$ cat src/rtl/command_decoder.sv
// Command decoder: executes NOP/WRITE/READ/STATUS command words against a small
// config register file and queues a reply for a busy-gated byte sender.
//
// state   | meaning
// IDLE    | waiting for a command strobe
// DECODE  | execute latched command, load reply, flag errors
// WAIT_TX | reply queued, waiting for sender to be free
// SEND    | one-cycle reply request
// HOLD    | covers the sender's busy-rise latency
module command_decoder #(
  parameter int          WORD_SIZE       = 32,
  parameter int          INPUT_DATA_SIZE = 40,
  parameter int          SIZE_WORD       = 3,
  parameter int          NUM_REGS        = 4,
  parameter logic [7:0]  ACK_CHAR        = 8'h4B,
  parameter logic [7:0]  ERR_CHAR        = 8'h45
) (
  input  logic                          clk,
  input  logic                          rst_n,
  input  logic [INPUT_DATA_SIZE-1:0]    control_value,
  input  logic                          valid_control_value,
  input  logic                          busy,
  input  logic [WORD_SIZE-1:0]          status_in,
  output logic [WORD_SIZE-1:0]          data_to_send,
  output logic [SIZE_WORD-1:0]          size_of_data,
  output logic                          valid_data,
  output logic [NUM_REGS*WORD_SIZE-1:0] config_out,
  output logic                          cmd_error,
  output logic [7:0]                    drop_count
);

  localparam int AW = (NUM_REGS > 1) ? $clog2(NUM_REGS) : 1;

  typedef enum logic [2:0] {IDLE, DECODE, WAIT_TX, SEND, HOLD} state_t;

  state_t                     state, next_state;
  logic [INPUT_DATA_SIZE-1:0] cmd;
  logic [WORD_SIZE-1:0]       regs [NUM_REGS];
  logic [3:0]                 opcode;
  logic [3:0]                 addr;
  logic [AW-1:0]              addr_idx;
  logic                       addr_ok;
  logic                       is_nop;
  logic                       is_write;
  logic                       reply_err;
  logic [WORD_SIZE-1:0]       reply_word;
  logic [SIZE_WORD-1:0]       reply_size;

  assign opcode   = cmd[INPUT_DATA_SIZE-1 -: 4];
  assign addr     = cmd[INPUT_DATA_SIZE-5 -: 4];
  assign addr_idx = addr[AW-1:0];
  assign addr_ok  = ({28'd0, addr} < 32'(NUM_REGS));

  always_comb begin
    is_nop     = 1'b0;
    is_write   = 1'b0;
    reply_err  = 1'b0;
    reply_word = '0;
    reply_size = '0;
    case (opcode)
      4'h0: is_nop = 1'b1;
      4'h1: begin
        if (addr_ok) begin
          is_write   = 1'b1;
          reply_word = WORD_SIZE'(ACK_CHAR);
          reply_size = SIZE_WORD'(1);
        end else begin
          reply_err = 1'b1;
        end
      end
      4'h2: begin
        if (addr_ok) begin
          reply_word = regs[addr_idx];
          reply_size = SIZE_WORD'(4);
        end else begin
          reply_err = 1'b1;
        end
      end
      4'h3: begin
        reply_word = status_in;
        reply_size = SIZE_WORD'(4);
      end
      default: reply_err = 1'b1;
    endcase
    if (reply_err) begin
      reply_word = WORD_SIZE'(ERR_CHAR);
      reply_size = SIZE_WORD'(1);
    end
  end

  always_ff @(posedge clk or negedge rst_n) begin
    if (!rst_n) state <= IDLE;
    else        state <= next_state;
  end

  always_comb begin
    next_state = state;
    case (state)
      IDLE:    if (valid_control_value) next_state = DECODE;
      DECODE:  next_state = is_nop ? IDLE : WAIT_TX;
      WAIT_TX: if (!busy) next_state = SEND;
      SEND:    next_state = HOLD;
      HOLD:    next_state = IDLE;
      default: next_state = IDLE;
    endcase
  end

  always_comb begin
    valid_data = (state == SEND);
    cmd_error  = (state == DECODE) && reply_err;
  end

  // Reply fields are loaded only when leaving DECODE, so they stay stable
  // through WAIT_TX/SEND/HOLD regardless of later register or status changes.
  always_ff @(posedge clk or negedge rst_n) begin
    if (!rst_n) begin
      cmd          <= '0;
      data_to_send <= '0;
      size_of_data <= '0;
      drop_count   <= '0;
      for (int i = 0; i < NUM_REGS; i++) regs[i] <= '0;
    end else begin
      if (valid_control_value) begin
        if (state == IDLE)              cmd        <= control_value;
        else if (drop_count != 8'hFF)   drop_count <= drop_count + 8'd1;
      end
      if (state == DECODE && !is_nop) begin
        data_to_send <= reply_word;
        size_of_data <= reply_size;
        if (is_write) regs[addr_idx] <= cmd[WORD_SIZE-1:0];
      end
    end
  end

  for (genvar k = 0; k < NUM_REGS; k++) begin : g_cfg
    assign config_out[k*WORD_SIZE +: WORD_SIZE] = regs[k];
  end

endmodule

$ cat config.mk
export PLATFORM = sky130hd
export DESIGN_NAME = command_decoder
export DESIGN_NICKNAME = d
export VERILOG_FILES = /design/src/rtl/command_decoder.sv
export SDC_FILE = /design/constraint.sdc
export NUM_CORES = 1
export LEC_CHECK = 0
export BUFFER_PORTS_ARGS = -buffer_cell sky130_fd_sc_hd__buf_4
export CORE_UTILIZATION = 57
export DETAILED_ROUTE_END_ITERATION = 8
export PLACE_DENSITY = 0.88
export SLEW_MARGIN = 20
export SYNTH_ARGS = -nofsm -noshare
export SYNTH_HDL_FRONTEND = slang
export SYNTH_SLANG_ARGS = --single-unit
$ cat constraint.sdc
create_clock -name clk -period 3.5 [get_ports clk]
set_input_delay 0.525 -clock clk [delete_from_list [all_inputs] [get_ports clk]]
set_output_delay 0.525 -clock clk [all_outputs]
set_load 0.1 [all_outputs]
Word level (Yosys, flattened, before mapping) --
Index checks and enable logic that the tools add are counted.
Storage, ports and cells: register bits 214, input bits 76, output and inout bits 173, logic and storage cells 59
Operators by class: add/subtract/negate cells 1, order comparisons 3, equality and inequality tests 9, muxes and demuxes 23, bitwise operators 2, reductions and logical operators 12
Operator list (number):
- $mux W32 | 5
- $bwmux W128 | 1
- $pmux W32 S3 | 1
- $bmux W32 S2 | 1
- $demux W32 S2 | 1
- $mux W3 | 4
- $pmux W3 S4 | 1
- $pmux W3 S3 | 1
- $add A8 B1 Y8 const B | 1
- $eq A4 B2 Y1 const B | 2
- $ne A8 B8 Y1 const B | 1
- $mux W7 | 1
- $eq A3 B2 Y1 const B | 2
- $reduce_and A2 Y1 | 3
- $mux W1 | 5
- $eq A4 B1 Y1 const B | 1
- $logic_not A4 Y1 | 1
- $lt A4 B3 Y1 const B | 1
- $ne A2 B2 Y1 const B | 2
- $reduce_or A2 Y1 | 2
- $eq A3 B1 Y1 const B | 1
- $ge A3 B3 Y1 const B | 1
- $logic_and A1 B1 Y1 | 3
- $logic_not A3 Y1 | 1
- other kinds (7) | 7

Longest topological paths before layout --
Gate-level depths: netlist of the first run.
word-level depth 7, mapped depth 6, gate-level depth less buffers 4

Worst setup path after synthesis of the first run --
OpenSTA, ideal clock, no wires.
path type register -> output, start point reg state[2], end point out cmd_error, arrival 2.462 ns, required time 2.975 ns, slack 0.513 ns, cell stages (with the launch flop) 4, path buffers 1, cell sequence dfrtp_1 clkbuf_2 or3b_2 a21oi_1
On the way: cells in the longest elaborated chain, start to end 2
Ends and longest elaborated chain:
- from (decl) | line 36 | state_t state, next_state;
- from (signal assigned) | line 93 | else state <= next_state;
- $eq A3 B1 Y1 | line 110 | cmd_error = (state == DECODE) && reply_err;
- $logic_and A1 B1 Y1 | line 110
- to (decl) | line 28 | output logic cmd_error,
No other way between the ends.

Worst setup path after layout of the first run --
Same ends and word-level chain as after synthesis.

==> impl_results.rst, run 1 <==
.. list-table::
   :header-rows: 1

   * - Metric
     - Value
   * - Number of antenna violations at the first check in global routing
     - 0
   * - Clock tree from TritonCTS
     - done
   * - Share of final-layout standard cells stronger than drive strength 1
     - 0.579
   * - Worst hold slack across all endpoints
     - 0.131 ns
   * - Maximum clock skew at final layout
     - 0.0148 ns
   * - Placed cell areas
     - ~11000 sq um
   * - Post-route clock period utilization
     - 0.733
   * - Proportion of synthesized flip-flops having asynchronous set or reset
     - 1.00
   * - Final Net Count
     - around 940
   * - EDFF count, synth
     - 0
   * - Total die area
     - 16500 sq um
   * - Die span in y
     - 129 um
   * - Fmax achieved
     - about 390 MHz
   * - Gp weighted congestion
     - between 0.8 and 0.9
   * - First-pass DRT Iterations
     - 5
   * - Number of remaining DRC errors
     - 0
   * - Routed WL per cell
     - around 22 um
   * - Net Switching
     - ~0.0057 W
   * - Floorplan Core Area
     - between 15000 and 20000 sq um
   * - Worst vdd rail ir drop
     - 0.000672 V
   * - Hold violation total from the final report
     - 0
   * - Total global routing overflow
     - 0
   * - Clock Tree Root
     - sky130_fd_sc_hd__clkbuf_16
   * - Highest fanout seen on the critical path
     - 8
   * - Relative contribution of the clock network to total power
     - 0.212
   * - DRC violation total after the first TritonRoute iteration
     - 414
   * - Pwr Density
     - 989 nW/um^2
   * - Total count of max-transition violations in the final report
     - 0
   * - Run status
     - finished clean
   * - Clock-pin slew on the worst setup and hold paths
     - around 0.060 ns
   * - Total setup violations reported at the end of the flow
     - 0
   * - Number of antenna-violating nets in the routed design
     - 0
   * - Number of buffers inserted by post-CTS setup repair
     - 0
   * - Clk sink count
     - around 210
   * - Fraction of power spent switching nets
     - 0.481
   * - Clock latency reported for the late side of the worst-skew pair
     - around 0.5 ns
   * - Worst-Margin Slew
     - roughly 0.91 ns
   * - Unrepaired setup endpoints after global routing
     - false
   * - Class of the tightest hold or removal check
     - in2async
   * - Worst slew margin relative to its limit
     - 0.396
   * - Number of storage elements in the synthesis netlist
     - about 210
   * - Vias per std cell
     - 5.93
   * - Data required time of the critical path
     - 2.97 ns
   * - Data arrival, critical path
     - 2.04 ns
   * - First-pass GRT wire length
     - between 30 and 40 mm
   * - Number of hold-repair buffers added at the cts stage
     - 0
   * - Synth Area per Inst
     - 14.9 sq um
   * - Sequential-to-total area share from yosys stat
     - 0.583
   * - Path type of the worst setup path
     - reg2out
   * - Sequential share of power
     - 0.333
   * - Clock buffer count from CTS
     - 22
   * - Post-layout instance area
     - about 12000 sq um
   * - Via Count
     - around 6400
   * - Internal Power
     - between 0.006 and 0.007 W
   * - Total negative slack
     - 0 ns
   * - Post-CTS sizing
     - 0
   * - Count of synthesis-stage warnings from yosys
     - 0
   * - Die boundary width
     - 129 um
   * - Combinational share of power
     - 0.455
   * - Leak pwr
     - 5.90 nW
   * - Endpoint class of the critical path
     - output pin
   * - Aggregate global-route resource usage
     - 0.301
   * - Largest net degree at the start of global routing
     - about 120
   * - Vias in the first global route
     - between 6000 and 7000
   * - Setup crit start kind
     - flop
   * - Mapped Cells
     - just over 600
   * - Yosys cell types
     - 46
   * - Cell area after synthesis
     - about 9100 sq um
   * - Layout overhead on the synthesized area
     - 31.0%
   * - I/O Pins
     - roughly 250
   * - Most common flop cell mapped by yosys
     - sky130_fd_sc_hd__dfrtp_1
   * - CTS H-tree depth
     - 1
   * - Total wire length
     - 24.4 mm
   * - Initial core utilization
     - 0.592
   * - Number of input and output port buffers inserted
     - ~250
   * - Final HPWL from detailed placement
     - approximately 16 mm
   * - Number of antenna cells inserted
     - 0
   * - Final critical delay including setup and external delays
     - ~2.6 ns
   * - Max Cap Violations
     - 0
   * - Core Rows
     - 45
   * - Max clock buf depth
     - 3
   * - Number of nets produced by synthesis
     - 690
cells by family (layout without fill, tap and decap cells):
group / Yosys count / count (layout) / synth area share
flip-flops: 213 / 213 / 0.583
multiplexers: 202 / 202 / 0.288
AND/OR/NAND/NOR: 73 / 73 / 0.0433
AO/OA/AOI/OAI: 69 / 69 / 0.0481
buffers and inverters: 45 / 306 / 0.0266
XOR/XNOR: 8 / 8 / 0.00767
adder cells (fa/ha/maj): 2 / 2 / 0.00246
other: 1 / 1 / 0.000410
stage by stage:
stage,util,total power (W),std cells,worst slack [ns]
after CTS,0.776,0.0119,1085,0.934
after floorplan,-,0.00799,613,0.513
after global routing,0.776,0.0122,1085,0.748
final,0.776,0.0118,1085,0.935
after global placement,0.725,0.00918,1045,1.05
after detailed placement,0.725,0.00935,1045,1.01
sequential cells by signal, summed over array words and instances, names as in the netlist:
register / cells
cmd: 40
config_out: 128
data_to_send: 32
drop_count: 8
size_of_data: 2
state: 3
synthesized netlist by cell type, types with 2 or more instances:
cell | n | area (sq um)
sky130_fd_sc_hd__xnor2_1 | 6 | 52.6
sky130_fd_sc_hd__mux4_2 | 32 | 721
sky130_fd_sc_hd__buf_4 | 10 | 75.1
sky130_fd_sc_hd__xor2_1 | 2 | 17.5
sky130_fd_sc_hd__a22oi_1 | 27 | 203
sky130_fd_sc_hd__and3_1 | 2 | 12.5
sky130_fd_sc_hd__nor3_1 | 3 | 15.0
sky130_fd_sc_hd__a31oi_1 | 2 | 12.5
sky130_fd_sc_hd__nand4_1 | 2 | 12.5
sky130_fd_sc_hd__clkbuf_1 | 17 | 63.8
sky130_fd_sc_hd__mux2_2 | 164 | 1850
sky130_fd_sc_hd__dfrtp_1 | 213 | 5330
sky130_fd_sc_hd__nand2_1 | 37 | 139
sky130_fd_sc_hd__inv_1 | 3 | 11.3
sky130_fd_sc_hd__nor2_1 | 11 | 41.3
sky130_fd_sc_hd__buf_2 | 10 | 50.1
sky130_fd_sc_hd__o21ai_0 | 31 | 155
sky130_fd_sc_hd__mux2_1 | 5 | 56.3
sky130_fd_sc_hd__nor3b_4 | 2 | 37.5
sky130_fd_sc_hd__nand3_1 | 4 | 20.0
sky130_fd_sc_hd__a221oi_1 | 2 | 17.5
sky130_fd_sc_hd__buf_6 | 3 | 33.8
sky130_fd_sc_hd__a21oi_1 | 2 | 10.0
power by group through the flow:
stage          Clock (W)  Sequential (W)  Combinational, W
4_1_cts          0.00254         0.00394           0.00541
2_1_floorplan          0         0.00640           0.00159
3_5_place_dp           0         0.00396           0.00539
6_report         0.00251         0.00394           0.00539
3_3_place_gp           0         0.00388           0.00530
5_1_grt          0.00263         0.00406           0.00555
final cells by class:
cell class	instances	area (sq um)
Timing Repair Buffer	263	2010
Tap cell	211	264
Clock inverter	12	169
Inverter	3	11.3
Multi-Input combinational cell	355	3580
Sequential cell	213	5330
Clock buffer	28	614
Fill cell	910	3450
worst paths after layout:
path	start	end	slack [ns]	depth (start not counted)
max in group asynchronous	rst_n	size_of_data[0]$_DFFE_PN0P_	2.37	2
worst max register to register	cmd[32]$_DFFE_PN0P_	data_to_send[1]$_DFFE_PN0P_	0.98	4
min in group clk	control_value[15]	cmd[15]$_DFFE_PN0P_	0.25	2
worst max-delay path	state[2]$_DFFE_PN0P_	cmd_error	0.94	3
worst min-delay path	rst_n	cmd[18]$_DFFE_PN0P_	0.13	1
worst min register to register	data_to_send[31]$_DFFE_PN0P_	data_to_send[31]$_DFFE_PN0P_	0.48	2
critical path, cell delays in order, from the launching register on:
cell and delay, ns:
sky130_fd_sc_hd__dfrtp_1 0.48, sky130_fd_sc_hd__or3b_2 0.54, sky130_fd_sc_hd__a21oi_1 0.20, sky130_fd_sc_hd__buf_4 0.33
placed cells by master, fill, tap and decap left out, types with 2 or more instances in the layout:
cell type,n
sky130_fd_sc_hd__buf_4,260
sky130_fd_sc_hd__nor2_1,11
sky130_fd_sc_hd__buf_12,2
sky130_fd_sc_hd__xnor2_1,6
sky130_fd_sc_hd__mux2_1,5
sky130_fd_sc_hd__clkbuf_1,3
sky130_fd_sc_hd__and3_1,2
sky130_fd_sc_hd__a21oi_1,2
sky130_fd_sc_hd__bufinv_16,4
sky130_fd_sc_hd__o21ai_0,31
sky130_fd_sc_hd__clkbuf_8,3
sky130_fd_sc_hd__nand4_1,2
sky130_fd_sc_hd__dfrtp_2,2
sky130_fd_sc_hd__xor2_1,2
sky130_fd_sc_hd__nand3_1,4
sky130_fd_sc_hd__clkbuf_16,23
sky130_fd_sc_hd__nor3_1,3
sky130_fd_sc_hd__mux4_2,32
sky130_fd_sc_hd__a221oi_1,2
sky130_fd_sc_hd__clkinv_2,5
sky130_fd_sc_hd__nand2_1,37
sky130_fd_sc_hd__dfrtp_1,211
sky130_fd_sc_hd__inv_1,3
sky130_fd_sc_hd__mux2_2,164
sky130_fd_sc_hd__nor3b_4,2
sky130_fd_sc_hd__a22oi_1,27
sky130_fd_sc_hd__clkinvlp_4,2
sky130_fd_sc_hd__a31oi_1,2
metal layers:
metal,GRT usage,up-vias,wire length [um]
met5,0,-,0
met4,0.123,0,854
met3,0.0599,58,1830
met2,0.518,313,12700
met1,0.377,3321,8950
li1,-,2740,-
(Power assumes the default switching activity.)
==> inputs of run 2 (changes only) <==
Settings changed: CORE_UTILIZATION 57 to 53, PLACE_DENSITY 0.88 to 0.83.
Clock period 3.5 ns to 2.7 ns, I/O delays scaled along.
==> run 2 against run 1 <==
  * Clock skew shrank 0.0032 ns
  * Worst hold slack gained 0.025 ns
  * Largest cell class unchanged
  * Register-to-register slack lost 0.47 ns
  * Utilization shrank 5.6 points
  * Global-route usage shrank 2.0 points
  * Largest power group unchanged
  * Via count shrank 1.1%
  * Cell count grew 1.2%
  * Combinational power grew 31%
  * Power grew 28%
==> impl_results.rst, run 2 (synthesis gave the netlist of run 1 again) <==
.. list-table::
   :header-rows: 1

   * - Metric
     - Value
   * - Vias per std cell
     - ~5.8
   * - CTS H-tree depth
     - 1
   * - Routed met3 length
     - about 1.6 mm
   * - Worst-path cell chain
     - or3b_2, a21oi_2, buf_4
   * - Share of final-layout standard cells stronger than drive strength 1
     - 0.580
   * - Final HPWL from detailed placement
     - between 15 and 20 mm
   * - I/O Pins
     - ~250
   * - Net Switching
     - around 0.0073 W
   * - Number of antenna-violating nets in the routed design
     - 0
   * - Die span in y
     - 133 um
   * - Number of buffers inserted by post-CTS setup repair
     - 0
   * - DR WL met2
     - approximately 13 mm
   * - Max Cap Violations
     - 0
   * - Cell with the biggest individual delay on the critical path
     - sky130_fd_sc_hd__or3b_2
   * - Data required time of the critical path
     - roughly 2.3 ns
   * - Post-CTS sizing
     - 0
   * - Core Util, Final
     - 0.720
   * - Initial core utilization
     - 0.547
   * - Relative contribution of the clock network to total power
     - 0.198
   * - Delay-heaviest family, CP
     - simple AND/OR/NAND/NOR gates
   * - Clock latency reported for the late side of the worst-skew pair
     - 0.48 ns
   * - Worst slew margin relative to its limit
     - 0.372
   * - Number of antenna cells inserted
     - 0
   * - Path type of the worst setup path
     - reg2out
   * - Total setup violations reported at the end of the flow
     - 0
   * - Post-layout instance area
     - 12000 sq um
   * - Vias in the first global route
     - 6782
   * - Worst vdd rail ir drop
     - approximately 0.00089 V
   * - Final critical delay including setup and external delays
     - around 2.3 ns
   * - Via Count
     - 6363
   * - Top layer used by detailed routing
     - met4
   * - Buffers plus inverters on the worst setup path
     - 1
   * - Core Rows
     - 47
   * - Combinational share of power
     - 0.465
   * - Data arrival, critical path
     - 1.92 ns
   * - Wl on met1
     - between 9 and 10 mm
   * - Leak pwr
     - slightly below 6 nW
   * - Clock buffer count from CTS
     - 21
   * - Number of input and output port buffers inserted
     - between 200 and 250
   * - Filler-free cell count of the finished design
     - around 1100
   * - Number of remaining DRC errors
     - 0
   * - Post-route clock period utilization
     - 0.863
   * - Routed WL per cell
     - 22.4 um
   * - Inst Count DP
     - roughly 1100
   * - DRC violation total after the first TritonRoute iteration
     - ~290
   * - Commonest cells after routing, fill and taps aside
     - sky130_fd_sc_hd__buf_4, sky130_fd_sc_hd__dfrtp_1, sky130_fd_sc_hd__mux2_2
   * - Layout overhead on the synthesized area
     - 31.6%
   * - Floorplan Core Area
     - 16700 sq um
   * - Final Net Count
     - 941
   * - Hold violation total from the final report
     - 0
   * - Fraction of power spent switching nets
     - 0.482
   * - Max clock buf depth
     - 3
   * - Clock-pin slew on the worst setup and hold paths
     - roughly 0.06 ns
   * - Endpoint class of the critical path
     - output pin
   * - First-pass DRT Iterations
     - 5
   * - Setup crit start kind
     - flop
   * - Placed cell areas
     - around 11000 sq um
   * - Aggregate global-route resource usage
     - 0.282
   * - Commonest non-fill, non-tap cell in the layout
     - sky130_fd_sc_hd__buf_4
   * - Fmax achieved
     - between 400 and 500 MHz
   * - Total die area
     - ~18000 sq um
   * - Run status
     - finished clean
   * - Total global routing overflow
     - 0
   * - Clock Tree Root
     - sky130_fd_sc_hd__clkbuf_16
   * - Total wire length
     - about 25 mm
   * - Die boundary width
     - roughly 130 um
   * - Clk sink count
     - 213
   * - First-pass GRT wire length
     - about 38 mm
   * - Number of hold-repair buffers added at the cts stage
     - 1
   * - Final total power
     - 0.0152 W
   * - Number of antenna violations at the first check in global routing
     - 0
   * - Total negative slack
     - 0 ns
   * - Number of flip-flops in the largest register
     - roughly 130
   * - Clock tree from TritonCTS
     - done
   * - Pwr Density
     - ~1300 nW/um^2
   * - Class of the tightest hold or removal check
     - in2reg
   * - Unrepaired setup endpoints after global routing
     - false
   * - Sequential share of power
     - 0.337
   * - Total count of max-transition violations in the final report
     - 0
   * - Maximum clock skew at final layout
     - 0.0116 ns
   * - Highest fanout seen on the critical path
     - 8
   * - Gp weighted congestion
     - ~0.84
   * - Crit-path max cell delay
     - ~0.55 ns
   * - Internal Power
     - between 0.007 and 0.008 W
   * - Largest net degree at the start of global routing
     - 74
   * - Worst-Margin Slew
     - 0.942 ns
-- run 2: changes by cell type in the layout (fill, tap and decap cells not counted), sizes merged --
| cell | previous run | this run |
|---|---|---|
| buf | 262 | 268 |
| bufinv | 4 | 2 |
| clkbuf | 29 | 33 |
| clkinv | 5 | 2 |
| clkinvlp | 2 | 1 |
| dlygate4sd3 | 0 | 1 |
| inv | 4 | 3 |
-- run 2: per-stage QoR --
step	hold slack (ns)	setup slack (ns)
CTS	0.141	0.356
detailed placement	0.358	0.489
global placement	0.351	0.526
finish	0.156	0.370
floorplan	0.109	0.456
global route	0.148	0.292
-- run 2: worst paths after layout --
check / startpoint / to / slack [ns] / depth (start not counted)
max: state[2]$_DFFE_PN0P_ / cmd_error / 0.37 / 3
min: control_value[37] / cmd[37]$_DFFE_PN0P_ / 0.16 / 2
max reg2reg: cmd[32]$_DFFE_PN0P_ / config_out[114]$_DFFE_PN0P_ / 0.51 / 4
min reg2reg: data_to_send[9]$_DFFE_PN0P_ / data_to_send[9]$_DFFE_PN0P_ / 0.48 / 2
max in group asynchronous: rst_n / config_out[110]$_DFFE_PN0P_ / 1.46 / 3
min in group asynchronous: rst_n / config_out[120]$_DFFE_PN0P_ / 0.40 / 2
-- run 2: routing by layer --
| metal | GRT usage | vias up |
|---|---|---|
| li1 | - | 2763 |
| met1 | 0.372 | 3268 |
| met2 | 0.479 | 296 |
| met3 | 0.0426 | 36 |
| met4 | 0.0934 | 0 |
| met5 | 0 | - |
-- run 2: power by group through the flow --
stage	sequential (W)	combinational, W	clock [W]
global placement	0.00506	0.00697	0
finish	0.00512	0.00706	0.00300
global route	0.00527	0.00729	0.00317
CTS	0.00511	0.00709	0.00305
detailed placement	0.00515	0.00707	0
floorplan	0.00830	0.00207	0
-- run 2: area by class of cell --
| type | instances | area (sq um) |
|---|---|---|
| clock buffer | 32 | 637 |
| clock inverter | 5 | 81.3 |
| fill | 1103 | 4670 |
| inverter | 3 | 11.3 |
| multi-input combinational | 355 | 3580 |
| sequential | 213 | 5330 |
| tap | 220 | 275 |
| timing repair buffer | 270 | 2110 |
==> inputs of run 3 (changes only) <==
Settings changed: ABC_AREA set to 1, CORE_MARGIN set to 3, PLACE_DENSITY 0.83 to 0.82.
==> run 3 against run 2 <==
  * Cell count grew 49%
  * Via count grew 37%
  * Sequential cell count is the same
  * Die area grew 12%
  * Non-clock buffer count shrank 4
  * Clock skew grew 0.0050 ns
  * Worst hold slack lost 0.014 ns
  * Global-route usage grew 0.070 points
  * Synthesized area grew 6.3%
  * Worst setup slack lost 0.065 ns
  * Clock-buffer cell count is the same
  * Critical path depth grew 3
  * Critical endpoint unchanged
==> impl_results.rst, run 3 <==
.. list-table::
   :header-rows: 1

   * - Metric
     - Value
   * - Number of input and output port buffers inserted
     - 247
   * - Vias in the first global route
     - roughly 8700
   * - Total global routing overflow
     - 0
   * - Cell area after synthesis
     - approximately 9700 sq um
   * - EDFF count, synth
     - 0
   * - Worst Hold Launch
     - control_value[34]
   * - Final Net Count
     - around 1500
   * - Clk sink count
     - approximately 210
   * - Most area-hungry cell type in the Yosys netlist
     - sky130_fd_sc_hd__dfrtp_1
   * - Clock latency reported for the late side of the worst-skew pair
     - 0.51 ns
   * - Clock Tree Root
     - sky130_fd_sc_hd__clkbuf_16
   * - Count of synthesis-stage warnings from yosys
     - 0
   * - Data required time of the critical path
     - approximately 2.3 ns
   * - Total setup violations reported at the end of the flow
     - 0
   * - Worst slew margin relative to its limit
     - 0.449
   * - Most common flop cell mapped by yosys
     - sky130_fd_sc_hd__dfrtp_1
   * - Placed cell areas
     - ~12000 sq um
   * - Commonest non-fill, non-tap cell in the layout
     - sky130_fd_sc_hd__nand2_1
   * - Path type of the worst setup path
     - reg2out
   * - Cell types occupying the most area after synthesis
     - sky130_fd_sc_hd__dfrtp_1, sky130_fd_sc_hd__nand2_1, sky130_fd_sc_hd__o21ai_2, sky130_fd_sc_hd__o21ai_1, sky130_fd_sc_hd__buf_6
   * - Via Count
     - 8725
   * - Vias per std cell
     - around 5.3
   * - DRC violation total after the first TritonRoute iteration
     - 660
   * - CTS H-tree depth
     - 1
   * - Total area of multi-input combinational cells
     - around 3800 sq um
   * - Number of antenna violations at the first check in global routing
     - 0
   * - Share of final-layout standard cells stronger than drive strength 1
     - 0.264
   * - Total die area
     - between 15000 and 20000 sq um
   * - Number of antenna-violating nets in the routed design
     - 0
   * - Synth cell count leaders
     - sky130_fd_sc_hd__nand2_1, sky130_fd_sc_hd__dfrtp_1, sky130_fd_sc_hd__o21ai_1
   * - Worst r2r dst
     - config_out[60]$_DFFE_PN0P_
   * - Total negative slack
     - 0 ns
   * - Die boundary width
     - 141 um
   * - Synth Area per Inst
     - approximately 8.3 sq um
   * - Maximum clock skew at final layout
     - 0.0165 ns
   * - Yosys cell types
     - 30
   * - Layout overhead on the synthesized area
     - 27.4%
   * - Final HPWL from detailed placement
     - roughly 19 mm
   * - Setup crit start kind
     - flop
   * - Fmax achieved
     - ~420 MHz
   * - CP Launch Point
     - cmd[39]$_DFFE_PN0P_
   * - Post-layout instance area
     - between 10000 and 15000 sq um
   * - Sequential-to-total area share from yosys stat
     - 0.549
   * - Seq. cell area
     - about 5300 sq um
   * - Clock-pin slew on the worst setup and hold paths
     - 0.06 ns
   * - Mapped Cells
     - approximately 1200
   * - Largest net degree at the start of global routing
     - between 60 and 70
   * - Max Cap Violations
     - 0
   * - Worst-Margin Slew
     - 0.826 ns
   * - Endpoint class of the critical path
     - output pin
   * - Highest fanout seen on the critical path
     - 8
   * - Depth of the most critical reg-to-reg path
     - 5
   * - Initial core utilization
     - 0.552
   * - CP endpoint
     - cmd_error
   * - Routed WL per cell
     - 17.4 um
   * - Core Util, Final
     - 0.703
   * - Number of flip-flops in the largest register
     - 128
   * - Commonest cells after routing, fill and taps aside
     - sky130_fd_sc_hd__nand2_1, sky130_fd_sc_hd__buf_4, sky130_fd_sc_hd__dfrtp_1
   * - Gp weighted congestion
     - ~0.87
   * - Clock buffer count from CTS
     - 23
   * - Die span in y
     - roughly 140 um
   * - Max clock buf depth
     - 3
   * - I/O Pins
     - ~250
   * - Post-CTS sizing
     - 0
   * - First-pass DRT Iterations
     - 5
   * - Number of antenna cells inserted
     - 0
   * - First-pass GRT wire length
     - ~46 mm
   * - Core Rows
     - between 40 and 50
   * - Total wire length
     - 28.4 mm
   * - Worst r2r src
     - cmd[32]$_DFFE_PN0P_
   * - Class of the tightest hold or removal check
     - in2reg
   * - Final critical delay including setup and external delays
     - 2.39 ns
   * - Total count of max-transition violations in the final report
     - 0
   * - Number of remaining DRC errors
     - 0
   * - FILL cells
     - 1386
   * - Run status
     - finished clean
   * - Post-route clock period utilization
     - 0.887
   * - Proportion of synthesized flip-flops having asynchronous set or reset
     - 1.00
   * - Top-count cell post-synth
     - sky130_fd_sc_hd__nand2_1
   * - Area share of the largest cell type after synthesis
     - 0.549
   * - Data arrival, critical path
     - 1.99 ns
   * - Number of storage elements in the synthesis netlist
     - 213
   * - Aggregate global-route resource usage
     - 0.282
   * - Floorplan Core Area
     - 17600 sq um
   * - Unrepaired setup endpoints after global routing
     - false
   * - Clock tree from TritonCTS
     - done
   * - Hold violation total from the final report
     - 0
   * - FF-to-FF setup slack
     - around 0.63 ns
   * - Number of nets produced by synthesis
     - 1242
[run 3: cell families after synthesis]
group                    after synthesis  synth area share
adder cells (fa/ha/maj)                1           0.00129
flip-flops                           213             0.549
other                                  1          0.000386
AO/OA/AOI/OAI                        170             0.108
AND/OR/NAND/NOR                      655             0.266
buffers and inverters                114            0.0643
XOR/XNOR                               6           0.00541
multiplexers                           5           0.00580
[run 3: area by class of cell]
class / count / area share
Inverter: 52 / 0.0158
Clock inverter: 7 / 0.00505
Sequential cell: 213 / 0.431
Tap cell: 225 / 0.0227
Multi-Input combinational cell: 838 / 0.307
Timing Repair Buffer: 266 / 0.166
Clock buffer: 32 / 0.0525
[run 3: through the flow]
step,worst slack (ns),std cells,hold slack [ns]
floorplan,0.532,1165,0.109
global placement,0.745,1593,0.438
detailed placement,0.665,1593,0.440
CTS,0.293,1633,0.131
global route,0.192,1633,0.134
finish,0.306,1633,0.142
[run 3: metal layers]
layer	part of all wire	track usage	up-vias
li1	-	-	4115
met1	0.40	0.384	4096
met2	0.47	0.458	432
met3	0.099	0.0580	82
met4	0.036	0.0934	0
met5	0	0	-
[run 3: what timing repair did]
item | 4_1_cts | 5_1_grt
hold buffers | 1 | 0
setup buffers | 0 | 0
endpoints found under the hold margin | 63 | 0
[run 3: critical path: stages, from the launching register on]
cell and delay, ns:
sky130_fd_sc_hd__dfrtp_1 0.41, sky130_fd_sc_hd__nor2_4 0.25, sky130_fd_sc_hd__nand3_1 0.19, sky130_fd_sc_hd__nand2_1 0.11, sky130_fd_sc_hd__nand2_1 0.08, sky130_fd_sc_hd__a21oi_2 0.16, sky130_fd_sc_hd__buf_4 0.31
[run 3: worst min-delay path by stage]
stage                     cells after the start                         to  slack [ns]
after global placement                        1  drop_count[1]$_DFFE_PN0P_        0.44
after detailed placement                      1  drop_count[1]$_DFFE_PN0P_        0.44
after floorplan                               0         cmd[0]$_DFFE_PN0P_        0.11
after global routing                          2        cmd[38]$_DFFE_PN0P_        0.13
final                                         2        cmd[34]$_DFFE_PN0P_        0.14
after CTS                                     2        cmd[34]$_DFFE_PN0P_        0.13
Power of run 3 is not shown: default switching activity piles up to over one toggle a cycle in this logic, so the estimate is an artifact.
